### src/rtl/turn_timer_ctrl.sv
// Two-player turn timer: per-turn countdown with prescaler, pause, move handoff
// and a one-cycle timeout pulse when a turn runs out.
module turn_timer_ctrl #(
  parameter int N    = 4,
  parameter int LOAD = 15,
  parameter int DIV  = 1
) (
  input  logic         clk,
  input  logic         reset,
  input  logic         start,
  input  logic         stop,
  input  logic         pause,
  input  logic         move,
  output logic [N-1:0] countdownOut,
  output logic         player,
  output logic         timeout,
  output logic         running,
  output logic [1:0]   state
);

  localparam int PW = (DIV > 1) ? $clog2(DIV) : 1;
  localparam logic [N-1:0]  LOAD_V = N'(LOAD);
  localparam logic [PW-1:0] PMAX   = PW'(DIV - 1);

  typedef enum logic [1:0] {
    IDLE   = 2'b00,
    RUN    = 2'b01,
    PAUSE  = 2'b10,
    EXPIRE = 2'b11
  } state_e;

  state_e        state_q, state_d;
  logic [N-1:0]  cnt_q, cnt_d;
  logic          player_q, player_d;
  logic [PW-1:0] presc_q, presc_d;
  logic          tick_s;

  assign tick_s = (presc_q == PMAX);

  // State register; reset discards any session in progress.
  always_ff @(posedge clk or negedge reset) begin
    if (!reset) begin
      state_q  <= IDLE;
      cnt_q    <= LOAD_V;
      player_q <= 1'b0;
      presc_q  <= '0;
    end else begin
      state_q  <= state_d;
      cnt_q    <= cnt_d;
      player_q <= player_d;
      presc_q  <= presc_d;
    end
  end

  // Next-state logic; RUN priority is stop > zero count > move > pause > tick.
  always_comb begin
    state_d  = state_q;
    cnt_d    = cnt_q;
    player_d = player_q;
    presc_d  = presc_q;
    case (state_q)
      IDLE: begin
        cnt_d    = LOAD_V;
        player_d = 1'b0;
        presc_d  = '0;
        if (start && !stop) begin
          state_d = RUN;
        end else begin
          state_d = IDLE;
        end
      end
      RUN: begin
        if (stop) begin
          state_d  = IDLE;
          cnt_d    = LOAD_V;
          player_d = 1'b0;
          presc_d  = '0;
        end else if (cnt_q == '0) begin
          state_d = EXPIRE;
        end else if (move) begin
          cnt_d    = LOAD_V;
          player_d = ~player_q;
          presc_d  = '0;
        end else if (pause) begin
          state_d = PAUSE;
        end else if (tick_s) begin
          presc_d = '0;
          cnt_d   = cnt_q - N'(1);
        end else begin
          presc_d = presc_q + PW'(1);
        end
      end
      PAUSE: begin
        if (stop) begin
          state_d  = IDLE;
          cnt_d    = LOAD_V;
          player_d = 1'b0;
          presc_d  = '0;
        end else if (!pause) begin
          state_d = RUN;
        end else begin
          state_d = PAUSE;
        end
      end
      EXPIRE: begin
        if (stop) begin
          state_d  = IDLE;
          cnt_d    = LOAD_V;
          player_d = 1'b0;
          presc_d  = '0;
        end else begin
          state_d  = RUN;
          cnt_d    = LOAD_V;
          player_d = ~player_q;
          presc_d  = '0;
        end
      end
      default: begin
        state_d  = IDLE;
        cnt_d    = LOAD_V;
        player_d = 1'b0;
        presc_d  = '0;
      end
    endcase
  end

  assign countdownOut = cnt_q;
  assign player       = player_q;
  assign state        = state_q;
  assign timeout      = (state_q == EXPIRE);
  assign running      = (state_q == RUN);

endmodule

### config.mk
export PLATFORM = sky130hd
export DESIGN_NAME = turn_timer_ctrl
export DESIGN_NICKNAME = d
export VERILOG_FILES = /design/src/rtl/turn_timer_ctrl.sv
export SDC_FILE = /design/constraint.sdc
export NUM_CORES = 1
export LEC_CHECK = 0
export ABC_AREA = 1
export CORE_AREA = 5 5 42 44
export DETAILED_ROUTE_END_ITERATION = 10
export DIE_AREA = 0 0 47 49
export HOLD_SLACK_MARGIN = 0.05
export PLACE_DENSITY = 0.66
export SYNTH_ARGS = -nofsm -noshare
export SYNTH_HDL_FRONTEND = slang
export SYNTH_SLANG_ARGS = --single-unit
### constraint.sdc
create_clock -name clk -period 1.6 [get_ports clk]
set_input_delay 0.16 -clock clk [delete_from_list [all_inputs] [get_ports clk]]
set_output_delay 0.16 -clock clk [all_outputs]
set_load 0.005 [all_outputs]
==> flow_summary.ini <==
[clock_tree]
cts_buffer_depth = 2
cts-buffers-inserted = 3
htree_levels = 1
cts.clk_slew.worst_paths_ps = 60
hold_buffers = 0
cts_tree = built
clock-sinks = 7
clock_latency_ps = 260
root_buffer = clkbuf_4

[pwr]
clockPowerShare_pct = 24.6
peakVddDrop_uv = 526.4
switching_share_pct = 34.39
seq_power_share_pct = 37.9
cellInternalPower_uw = 435.5
p_leak_uw = 0.0003379
power_switching_uw = 228.3
p_per_area_nw_per_um2 = 932.5
comb_power_share_pct = 37.5
finalPower_uw = 663.9

[detailed_routing]
drc = 0
wirelength_um = 1219
viasPerCell = 4.835
route.vias.total = 498
drt_iter0_drc = 6
ant_nets = 0
dr.pass1.iters = 4
wl_per_cell_um = 11.83

[timing]
fin_crit_ps = 1547
drv_slew = 0
fin_crit_sh_pct = 96.71
max_freq_mhz = 646.3
worst_clock_skew_ps = 8.611
worst_pin_slew_ps = 329.1
relSlewSlack_pct = 77.99
tns_ps = 0
hold_viol = 0
setup_viol = 0
rsz0062_at_grt = no
fin_ws_ps = 52.64

[synthesis]
syn_inst = 68
synth_compound_area_share_pct = 6.796
seq_area_frac_synth_pct = 34.95
muxShareOfSynthArea_pct = 0
synth_area_um2 = 515.5
ys_ff_latch = 7
synth_top_family_by_area = simple AND/OR/NAND/NOR gates
syn_nets = 76
synth_fa_ha_area_share_pct = 4.854
yosysWarnings = 0
synth_simple_gate_area_share_pct = 43.69
synth_cell_types = 21
synth-xor-area-share_pct = 1.699
avgSynthCellArea_um2 = 7.581

[cells_and_area]
multiInputGateArea_um2 = 294.0
instances_no_fill = 103
area_growth_syn_to_layout_pct = 38.11
fillCellCount = 152
final_cell_mix = nand2_1 (17), clkdlybuf4s50_1 (14), nor2_1 (8), inv_2 (6), inv_1 (5)
drive_above_1_share_pct = 31.03
regArea_um2 = 181.4
mostFrequentLayoutCell = nand2_1
antennaDiodeCount = 0
fin_area_um2 = 711.9
finalNetCount = 96

[floorplanning]
dieArea_um2 = 2303
ioPinCount = 15
core_um2 = 1401
die_w_um = 47
initial_core_util_pct = 36.79
row_count = 14
die_h_um = 49

[critical_path]
rr_startpoint = countdownOut[0]
slowest_stage = dfstp_2
r2r_end = player
critPathTopFamily = flip-flops
crit_chain = clkdlybuf4s50_1
cp_max_fo = 6
reg2reg_depth = 8
critPathMaxStageDelay_ps = 600
cp-start-kind = register
path_depth = 1
cp-end-kind = output pin
critPathBufInv = 1
required_ps = 1440
cp_data_arrival_time_ps = 1390
r2r_slack_ps = 140
crit_type = register to output pin

[job]
drv_cap = 0

[run_status]
status = finished clean

[min_path]
hold_class = input port to async pin

[placed_design]
dp_slack_ps = 150.2
placed_area_um2 = 675.6
port_buffers = 14
gp_congestion = 0.7894
dpl.hpwl_um = 957.1
dp.cells = 98

[grt]
grt_first_pass_wirelength_um = 1994
antenna_found_initial = 0
overflow = 0
grt_max_degree = 8
track_usage_pct = 12.19
first_global_vias = 478
==> cells in the mapped netlist (all sizes together) <==
cell type,number,area share (%)
a21boi,1,1.5
a21oi,1,0.97
dfrtp,3,15
dfstp,4,20
ha,2,4.9
inv,11,8.0
nand2,20,17
nand3,6,7.8
nand4,3,3.6
nor2,12,14
nor3,1,0.97
o21ai,3,4.4
xnor2,1,1.7
==> power groups by stage <==
| stage | registers, uW | clock network (uW) | logic [uW] |
|---|---|---|---|
| 2_1_floorplan | 252 | 0 | 121 |
| 3_3_place_gp | 257 | 0 | 235 |
| 3_5_place_dp | 258 | 0 | 234 |
| 4_1_cts | 257 | 172 | 236 |
| 5_1_grt | 256 | 184 | 278 |
| 6_report | 252 | 163 | 249 |
==> state kept, by name (all words and copies together), names as in the netlist <==
| name | flops |
|---|---|
| countdownOut | 4 |
| player | 1 |
| state | 2 |
==> timing repair <==
item / in CTS / in global routing
pin swaps: 0 / 0
gates cloned: 0 / 0
resized for setup: 1 / 0
setup endpoints to repair: 1 / 1
buffers inserted: 0 / 1
==> metrics by stage <==
step / utilization, % / hold WS [ps]
after floorplan: - / -135.6
after global placement: 48.21 / 462.6
after detailed placement: 48.21 / 460.8
after CTS: 50.27 / 177.1
after global routing: 50.80 / 175.9
final: 50.80 / 162.4
==> routing by layer <==
metal | part of all wire (%) | routed length (um) | track usage [%]
met1 | 43 | 526 | 14.80
met2 | 47 | 569 | 17.65
met3 | 7.9 | 96 | 4.797
met4 | 2.1 | 26 | 6.912
met5 | 0 | 0 | 0
==> worst register-to-register path, delay by kind of cell (launching register included) <==
family | cells | cell delay (ps)
AND/OR/NAND/NOR | 5 | 450
adder cells (fa/ha/maj) | 1 | 220
buffers and inverters | 1 | 70
AO/OA/AOI/OAI | 1 | 60
flip-flops | 1 | 550
==> logic make-up (layout without fill, tap and decap cells) <==
| logic type | after synthesis | count (layout) |
|---|---|---|
| AOI/OAI and AO/OA | 5 | 5 |
| xor gates and xnor gates | 1 | 1 |
| adders and majority gates | 2 | 2 |
| buffers and inverters | 11 | 30 |
| DFF | 7 | 7 |
| and+or+nand+nor | 42 | 42 |
==> final cells by class <==
class	count	area share [%]
clock buffer	3	3.163
clock inverter	1	0.7030
inverter	11	5.800
multi-input combinational	50	41.30
sequential	7	25.48
tap	16	2.812
timing repair buffer	15	20.74
==> how the worst max path moves through the flow <==
stage	slack [ps]	end	start
6_report	50	countdownOut[2]	countdownOut[2]
5_1_grt	10	countdownOut[2]	countdownOut[2]
4_1_cts	40	countdownOut[2]	countdownOut[2]
3_5_place_dp	150	player	countdownOut[0]
3_3_place_gp	150	player	countdownOut[0]
2_1_floorplan	240	player	countdownOut[0]
No activity file was read; power rests on OpenSTA's default activity.
